$ cat config.mk
export PLATFORM = sky130hd
export DESIGN_NAME = hazard_controller
export DESIGN_NICKNAME = d
export VERILOG_FILES = /design/src/rtl/hazard_controller.sv
export SDC_FILE = /design/constraint.sdc
export NUM_CORES = 1
export LEC_CHECK = 0
export ABC_CLOCK_PERIOD_IN_PS = 5700
export CAP_MARGIN = 20
export CORE_MARGIN = 2
export CORE_UTILIZATION = 54
export DETAILED_ROUTE_END_ITERATION = 10
export PLACE_DENSITY = 0.84
export RECOVER_POWER = 50
export SETUP_SLACK_MARGIN = 0.05
export SLEW_MARGIN = 10
export SYNTH_ARGS = -nofsm -noshare
export SYNTH_HDL_FRONTEND = slang
export SYNTH_SLANG_ARGS = --single-unit
$ cat constraint.sdc
create_clock -name clk -period 5.7 [get_ports clk]
set_clock_uncertainty 0.1 [all_clocks]
set_input_delay 1.14 -clock clk [delete_from_list [all_inputs] [get_ports clk]]
set_output_delay 1.14 -clock clk [all_outputs]
set_load 0.1 [all_outputs]
$ cat src/rtl/hazard_controller.sv
// hazard_controller: hazard and stall sequencer for the 5-stage RV32I pipeline.
//
// Keeps a shadow scoreboard of the E, M and W stage instructions and derives
// forwarding selects, load-use stalls, branch/jump flushes and a data-memory
// wait state machine from it.
//
// Ports:
//   clk, rst                      clock, asynchronous active-high reset
//   Rs1D, Rs2D, RdD               register fields of the instruction in D
//   RegWriteD, ResultSrcD         write-back controls of the instruction in D
//   PCSrcE                        branch taken / jump in E
//   MemReqM, MemReadyM            data-memory request in M / completion
//   StallF/D/E/M                  hold PC and pipeline registers
//   FlushD/E/W                    clear pipeline registers
//   ForwardAE, ForwardBE          operand selects (00 RF, 01 ResultW, 10 ALUResultM)
//   MemErr                        one-cycle pulse on memory wait timeout
//   StallCount                    saturating count of cycles with StallF=1
module hazard_controller #(
    parameter int unsigned MEM_TIMEOUT = 255,
    parameter int unsigned CNT_W       = 32
) (
    input  logic             clk,
    input  logic             rst,
    input  logic [4:0]       Rs1D,
    input  logic [4:0]       Rs2D,
    input  logic [4:0]       RdD,
    input  logic             RegWriteD,
    input  logic [1:0]       ResultSrcD,
    input  logic             PCSrcE,
    input  logic             MemReqM,
    input  logic             MemReadyM,
    output logic             StallF,
    output logic             StallD,
    output logic             StallE,
    output logic             StallM,
    output logic             FlushD,
    output logic             FlushE,
    output logic             FlushW,
    output logic [1:0]       ForwardAE,
    output logic [1:0]       ForwardBE,
    output logic             MemErr,
    output logic [CNT_W-1:0] StallCount
);

    localparam logic [15:0] TimeoutVal = 16'(MEM_TIMEOUT);

    typedef enum logic {StRun, StMemWait} state_e;

    state_e           state_q;
    logic [15:0]      wait_cnt_q;
    logic [4:0]       rs1_e_q, rs2_e_q, rd_e_q, rd_m_q, rd_w_q;
    logic             reg_write_e_q, reg_write_m_q, reg_write_w_q;
    logic [1:0]       result_src_e_q;
    logic [CNT_W-1:0] stall_cnt_q;

    logic timeout_hit;
    logic mem_stall;
    logic lw_stall;
    logic branch;

    always_comb begin
        timeout_hit = (state_q == StMemWait) && (wait_cnt_q == TimeoutVal);
        mem_stall   = 1'b0;
        unique case (state_q)
            StRun:     mem_stall = MemReqM && !MemReadyM;
            StMemWait: mem_stall = !MemReadyM && !timeout_hit;
            default:   mem_stall = 1'b0;
        endcase
        // Gate with rst so every output drops to 0 while reset is held,
        // even if the pipeline keeps driving PCSrcE or MemReqM.
        mem_stall = mem_stall && !rst;
        lw_stall  = !rst && (result_src_e_q == 2'b01) && (rd_e_q != 5'd0) &&
                    ((rd_e_q == Rs1D) || (rd_e_q == Rs2D));
        branch    = !rst && PCSrcE;
    end

    always_comb begin
        // A taken branch must load the target PC, so it overrides the load-use hold.
        StallF = mem_stall || (lw_stall && !branch);
        StallD = StallF;
        StallE = mem_stall;
        StallM = mem_stall;
        FlushW = mem_stall;
        FlushD = !mem_stall && branch;
        FlushE = !mem_stall && (branch || lw_stall);
        MemErr = timeout_hit;

        // M stage holds the newer result, so it wins over W.
        if (reg_write_m_q && (rd_m_q != 5'd0) && (rd_m_q == rs1_e_q)) begin
            ForwardAE = 2'b10;
        end else if (reg_write_w_q && (rd_w_q != 5'd0) && (rd_w_q == rs1_e_q)) begin
            ForwardAE = 2'b01;
        end else begin
            ForwardAE = 2'b00;
        end

        if (reg_write_m_q && (rd_m_q != 5'd0) && (rd_m_q == rs2_e_q)) begin
            ForwardBE = 2'b10;
        end else if (reg_write_w_q && (rd_w_q != 5'd0) && (rd_w_q == rs2_e_q)) begin
            ForwardBE = 2'b01;
        end else begin
            ForwardBE = 2'b00;
        end
    end

    assign StallCount = stall_cnt_q;

    // Memory wait FSM. wait_cnt_q counts MEM_WAIT cycles, starting at 1.
    always_ff @(posedge clk or posedge rst) begin
        if (rst) begin
            state_q    <= StRun;
            wait_cnt_q <= 16'd0;
        end else begin
            unique case (state_q)
                StRun: begin
                    if (MemReqM && !MemReadyM) begin
                        state_q    <= StMemWait;
                        wait_cnt_q <= 16'd1;
                    end
                end
                StMemWait: begin
                    // A timeout ends the wait even if the memory answers in the same cycle.
                    if (timeout_hit || MemReadyM) begin
                        state_q    <= StRun;
                        wait_cnt_q <= 16'd0;
                    end else begin
                        wait_cnt_q <= wait_cnt_q + 16'd1;
                    end
                end
                default: begin
                    state_q    <= StRun;
                    wait_cnt_q <= 16'd0;
                end
            endcase
        end
    end

    // Scoreboard advance.
    always_ff @(posedge clk or posedge rst) begin
        if (rst) begin
            rs1_e_q        <= 5'd0;
            rs2_e_q        <= 5'd0;
            rd_e_q         <= 5'd0;
            reg_write_e_q  <= 1'b0;
            result_src_e_q <= 2'b00;
            rd_m_q         <= 5'd0;
            reg_write_m_q  <= 1'b0;
            rd_w_q         <= 5'd0;
            reg_write_w_q  <= 1'b0;
        end else if (mem_stall) begin
            rd_w_q        <= 5'd0;
            reg_write_w_q <= 1'b0;
        end else begin
            rd_w_q        <= rd_m_q;
            reg_write_w_q <= reg_write_m_q;
            rd_m_q        <= rd_e_q;
            reg_write_m_q <= reg_write_e_q;
            if (FlushE) begin
                rs1_e_q        <= 5'd0;
                rs2_e_q        <= 5'd0;
                rd_e_q         <= 5'd0;
                reg_write_e_q  <= 1'b0;
                result_src_e_q <= 2'b00;
            end else begin
                rs1_e_q        <= Rs1D;
                rs2_e_q        <= Rs2D;
                rd_e_q         <= RdD;
                reg_write_e_q  <= RegWriteD;
                result_src_e_q <= ResultSrcD;
            end
        end
    end

    always_ff @(posedge clk or posedge rst) begin
        if (rst) begin
            stall_cnt_q <= '0;
        end else if (StallF && (stall_cnt_q != '1)) begin
            stall_cnt_q <= stall_cnt_q + 1'b1;
        end
    end

endmodule

==> results.sh, run 1 <==
export IMPL_yosys_area_top_type="dfrtp_1"
export IMPL_synth_cell_types=48
export IMPL_first_pass_iters=4
export IMPL_gp_congestion=0.858
export IMPL_cts_hold_buffers=0
export IMPL_rows=31
export IMPL_cts_buffers=9
export IMPL_grt_overflow=0
export IMPL_routedWlPerCell_um=15.9
export IMPL_setup_viol=0
export IMPL_num_io_pins=67
export IMPL_irDropWorstVdd_v=0.000166
export IMPL_cp_end_kind="output pin"
export IMPL_fin_cells=585
export IMPL_clock_latency_ps=350
export IMPL_synth_seq_area_share_pct=47.7
export IMPL_die_w_um=91.6
export IMPL_drc_errors=0
export IMPL_setup_worst_path_start_class="primary input"
export IMPL_synthCells=418
export IMPL_grt_use_total_pct=24.0
export IMPL_worst_slack_ps=1010
export IMPL_yosys_warnings=0
export IMPL_synth_edff_count=0
export IMPL_drv_cap=2
export IMPL_critPathArrivalTime_ps=3450
export IMPL_violations="max-capacitance violations, max-slew violations"
export IMPL_fp_dieH_um=91.6
export IMPL_max_freq_ghz=0.213
export IMPL_drive_above_1_share_pct=8.44
export IMPL_nets=508
export IMPL_num_antenna_cells=0
export IMPL_synth_area_leaders="dfrtp_1 (48%), xnor2_1 (8.2%), nand2_1 (5.7%)"
export IMPL_initial_core_util_pct=56.5
export IMPL_tritoncts="done"
export IMPL_wl_um=9330
export IMPL_htreeDepth=3
export IMPL_area_growth_syn_to_layout_pct=22.4
export IMPL_num_vias=3379
export IMPL_dp_hpwl_um=6510
export IMPL_p_leak_nw=2.17
export IMPL_tightestPinTransition_ps=2440
export IMPL_post_route_min_period_ps=4690
export IMPL_cts_root_buffer="clkbuf_8"
export IMPL_setup_tns_final_ps=0
export IMPL_cts_sinks=79
export IMPL_post_cts_setup_buffers=0
export IMPL_post_cts_resized=0
export IMPL_synth_cell_area_sq_um=4140
export IMPL_placedCellCount=570
export IMPL_required_ps=4460
export IMPL_critical_path_max_fanout=29
export IMPL_grt_pass1_wl_um=16200
export IMPL_rsz0062_at_grt="false"
export IMPL_powerDensity_nw_per_um2=295
export IMPL_synth_common_cells="dfrtp_1 (79), nand2_1 (63), xnor2_1 (39)"
export IMPL_async_reset_ff_share_pct=100
export IMPL_via_per_inst=5.78
export IMPL_clk_path_buf_depth=2
export IMPL_place_ws_ps=1340
export IMPL_fin_crit_sh_pct=82.3
export IMPL_first_iter_violations=244
export IMPL_utilization_pct=69.2
export IMPL_synth_avg_cell_area_sq_um=9.91
export IMPL_cts_clk_slew_worst_paths_ps=80
export IMPL_grt_pass1_vias=3356
export IMPL_relSlewSlack_pct=-65.3
export IMPL_drv_slew=91
export IMPL_synth_most_common_cell="dfrtp_1"
export IMPL_whs_ps=396
export IMPL_hold_path_class="flop to flop"
export IMPL_ant_nets=0
export IMPL_status="finished, violations left"
export IMPL_grt_antenna_before_repair=0
export IMPL_grt_max_degree=81
export IMPL_ys_flop_type="dfrtp_1"
export IMPL_path_class="primary input to output pin"
export IMPL_die_area_sq_um=8390
export IMPL_syn_nets=443
export IMPL_core_area_sq_um=7330
export IMPL_numPortBuffers=66
export IMPL_finalHoldViolCount=0
export IMPL_ys_seq_elements=79
export IMPL_synth_top_area_share_pct=47.7
==> metal layers <==
metal | global-route usage [%] | wire length, um | vias up
li1 | - | - | 1596
met1 | 30.1 | 3900 | 1649
met2 | 40.6 | 4720 | 109
met3 | 4.48 | 466 | 25
met4 | 9.85 | 235 | 0
met5 | 0 | 0 | -
==> cell families (layout without fill, tap and decap cells) <==
family | count (synthesis) | after routing | synth area share (%)
AO/OA/AOI/OAI | 52 | 52 | 8.48
XOR/XNOR | 65 | 65 | 13.7
adder cells (fa/ha/maj) | 2 | 2 | 0.604
buffers and inverters | 23 | 91 | 3.26
flip-flops | 79 | 79 | 47.7
multiplexers | 5 | 5 | 1.30
AND/OR/NAND/NOR | 192 | 192 | 24.9
==> path summary, 6_finish.rpt <==
check	startpoint	endpoint	slack [ps]	cells after the start
worst max-delay path	MemReqM	FlushE	1010	8
worst min-delay path	StallCount[26]	StallCount[26]	400	1
worst max register to register	wait_cnt_q[0]	wait_cnt_q[5]	1720	7
worst min register to register	StallCount[26]	StallCount[26]	400	1
max in group asynchronous	rst	StallCount[0]	2030	4
min in group asynchronous	rst	state_q	1480	3
==> placed cells by master, fill, tap and decap left out, types with 8 or more instances in the layout <==
master           synthesis  final
buf_4                    7      8
nor3_1                  10      9
nor2_1                  18     18
nand3_1                 18     18
clkdlybuf4s50_1          0     57
a21oi_1                 15     15
xor2_1                  26     26
o21ai_0                 13     17
xnor2_1                 39     39
clkbuf_8                 0     10
and3_1                  17     17
nand4_1                 22     22
dfrtp_1                 79     79
nand2_1                 63     63
==> power breakdown <==
part,switching (mW),internal [mW]
Sequential,0.0584,0.602
Clock,0.194,0.297
Combinational,0.238,0.107
==> state kept, by name, summed over array words and instances (netlist names) <==
name and flops:
wait_cnt_q 16, rs1_e_q 5, rd_e_q 5, result_src_e_q 2, StallCount 32, reg_write_e_q 1, reg_write_w_q 1, rs2_e_q 5
rd_m_q 5, state_q 1, reg_write_m_q 1, rd_w_q 5
==> critical path: stages <==
cell and delay [ps]:
dlygate4sd3_1 550, nor2_1 130, nor3_1 60, nand2_1 60, buf_4 300, inv_1 410
a21oi_4 540, buf_12 240
==> layout make-up <==
| class | count | area, sq um |
|---|---|---|
| inverters | 7 | 30.0 |
| clock inverters | 4 | 95.1 |
| repair buffers | 70 | 679 |
| flip-flops and latches | 79 | 1980 |
| fillers | 545 | 2260 |
| well taps | 99 | 124 |
| multi-input cells | 316 | 2030 |
| clock buffers | 10 | 138 |
==> through the flow <==
stage | total power, mW | instance area [sq um]
5_1_grt | 1.56 | 5070
3_3_place_gp | 1.01 | 4860
2_1_floorplan | 0.923 | 4170
3_5_place_dp | 1.02 | 4860
4_1_cts | 1.50 | 5090
6_report | 1.50 | 5070
Power figures use the tool's default switching activity.
==> run 2: changes to the inputs <==
--- a/config.mk
+++ b/config.mk
@@ -5,7 +5,7 @@
 export SDC_FILE = /design/constraint.sdc
 export NUM_CORES = 1
 export LEC_CHECK = 0
-export ABC_CLOCK_PERIOD_IN_PS = 5700
+export ABC_CLOCK_PERIOD_IN_PS = 4500
 export CAP_MARGIN = 20
 export CORE_MARGIN = 2
 export CORE_UTILIZATION = 54
==> constraint.sdc (replaced) <==
create_clock -name clk -period 4.5 [get_ports clk]
set_clock_uncertainty 0.1 [all_clocks]
set_input_delay 0.9 -clock clk [delete_from_list [all_inputs] [get_ports clk]]
set_output_delay 0.9 -clock clk [all_outputs]
set_load 0.1 [all_outputs]
==> run 2 against run 1 <==
Net effect:
- the run still ends with max-capacitance violations, max-slew violations left
- combinational power rose by 30%
- utilization rose by 0.55 points
- routed wire length fell by 1.1%
- worst hold slack got worse by 5.4 ps
- highest routed layer unchanged
==> results.sh, run 2 (synthesis gave the netlist of run 1 again) <==
export IMPL_required_ps=3500
export IMPL_dp_hpwl_um=6470
export IMPL_max_stage_delay_ps=750
export IMPL_cts_hold_buffers=0
export IMPL_setup_viol=0
export IMPL_fin_cells=589
export IMPL_cts_root_buffer="clkbuf_8"
export IMPL_rsz0062_at_grt="false"
export IMPL_powerDensity_nw_per_um2=355
export IMPL_critPathArrivalTime_ps=2820
export IMPL_final_cell_mix="dfrtp_1 (79), nand2_1 (63), clkdlybuf4s50_1 (55)"
export IMPL_nets=510
export IMPL_grt_use_total_pct=22.9
export IMPL_whs_path_depth=1
export IMPL_finalHoldViolCount=0
export IMPL_post_cts_resized=0
export IMPL_initial_core_util_pct=56.5
export IMPL_total_power_mw=1.81
export IMPL_violations="max-capacitance violations, max-slew violations"
export IMPL_layout_commonest_cell="dfrtp_1"
export IMPL_dpl_cell_area_sq_um=4930
export IMPL_finalInstanceArea_sq_um=5110
export IMPL_hold_path_class="flop to flop"
export IMPL_placedCellCount=572
export IMPL_die_w_um=91.6
export IMPL_core_area_sq_um=7330
export IMPL_tightestPinTransition_ps=1530
export IMPL_cts_buffers=9
export IMPL_drive_above_1_share_pct=9.80
export IMPL_grt_max_degree=81
export IMPL_clock_latency_ps=350
export IMPL_cp_cell_sequence="dlygate4sd3_1 -> nor3_1 -> nand2_1 -> inv_1 -> a21oi_4 -> buf_12"
export IMPL_area_growth_syn_to_layout_pct=23.4
export IMPL_largest_reg_flops=32
export IMPL_num_antenna_cells=0
export IMPL_tritoncts="done"
export IMPL_cts_sinks=79
export IMPL_grt_pass1_wl_um=15400
export IMPL_grt_pass1_vias=3262
export IMPL_drv_slew=65
export IMPL_first_pass_iters=6
export IMPL_max_freq_ghz=0.262
export IMPL_cts_clk_slew_worst_paths_ps=90
export IMPL_fin_crit_sh_pct=84.9
export IMPL_rows=31
export IMPL_gp_congestion=0.952
export IMPL_worst_slack_ps=678
export IMPL_clk_path_buf_depth=2
export IMPL_fp_dieH_um=91.6
export IMPL_via_per_inst=5.64
export IMPL_setup_worst_path_start_class="primary input"
export IMPL_grt_overflow=0
export IMPL_path_class="primary input to output pin"
export IMPL_cp_end_kind="output pin"
export IMPL_htreeDepth=3
export IMPL_first_iter_violations=201
export IMPL_ff2ff_path_depth=7
export IMPL_place_ws_ps=750
export IMPL_drc_errors=0
export IMPL_routedWlPerCell_um=15.7
export IMPL_die_area_sq_um=8390
export IMPL_post_cts_setup_buffers=0
export IMPL_critical_path_max_fanout=25
export IMPL_ant_nets=0
export IMPL_wl_um=9220
export IMPL_num_io_pins=67
export IMPL_p_leak_nw=2.18
export IMPL_setup_tns_final_ps=0
export IMPL_irDropWorstVdd_v=0.000186
export IMPL_numPortBuffers=66
export IMPL_grt_antenna_before_repair=0
export IMPL_relSlewSlack_pct=-2.05
export IMPL_status="finished, violations left"
export IMPL_num_vias=3324
export IMPL_worst_path_max_delay_cell="inv_1"
export IMPL_post_route_min_period_ps=3820
export IMPL_drv_cap=1
[run 2: cell type report]
cell class | count | area (sq um)
multi-input cells | 316 | 2030
clock inverters | 6 | 70.1
well taps | 99 | 124
flip-flops and latches | 79 | 1980
repair buffers | 72 | 749
fillers | 543 | 2220
clock buffers | 10 | 128
inverters | 7 | 30.0
[run 2: worst max-delay path: cells and delay by family]
family	cells	cell delay [ps]
buf+inv	3	1570
simple gates	2	280
compound gates	1	60
[run 2: report_power, final]
group / internal (mW) / switching, mW / leakage, nW
logic: 0.144 / 0.304 / 1.05
registers: 0.762 / 0.0757 / 1.05
clock network: 0.259 / 0.269 / 0.0891
[run 2: per-layer routing]
layer	GRT usage, %	up-vias	share of wire, %
met3	3.65	8	4.7
met4	7.95	0	1.1
met2	37.9	82	50
met1	30.7	1637	45
li1	-	1597	-
met5	0	-	0
[run 2: path summary, 6_finish.rpt]
path,to,slack [ps],start
worst max register to register,wait_cnt_q[5],1420,wait_cnt_q[0]
worst max-delay path,FlushE,680,rst
worst min register to register,StallCount[26],390,StallCount[26]
worst min-delay path,StallCount[26],390,StallCount[26]
min in group asynchronous,state_q,1280,rst
max in group asynchronous,StallCount[13],1000,rst
[run 2: stage by stage]
step,hold WS [ps],util (%)
finish,391,69.7
CTS,399,70.0
global route,426,69.7
detailed placement,386,67.3
floorplan,358,-
global placement,375,67.3
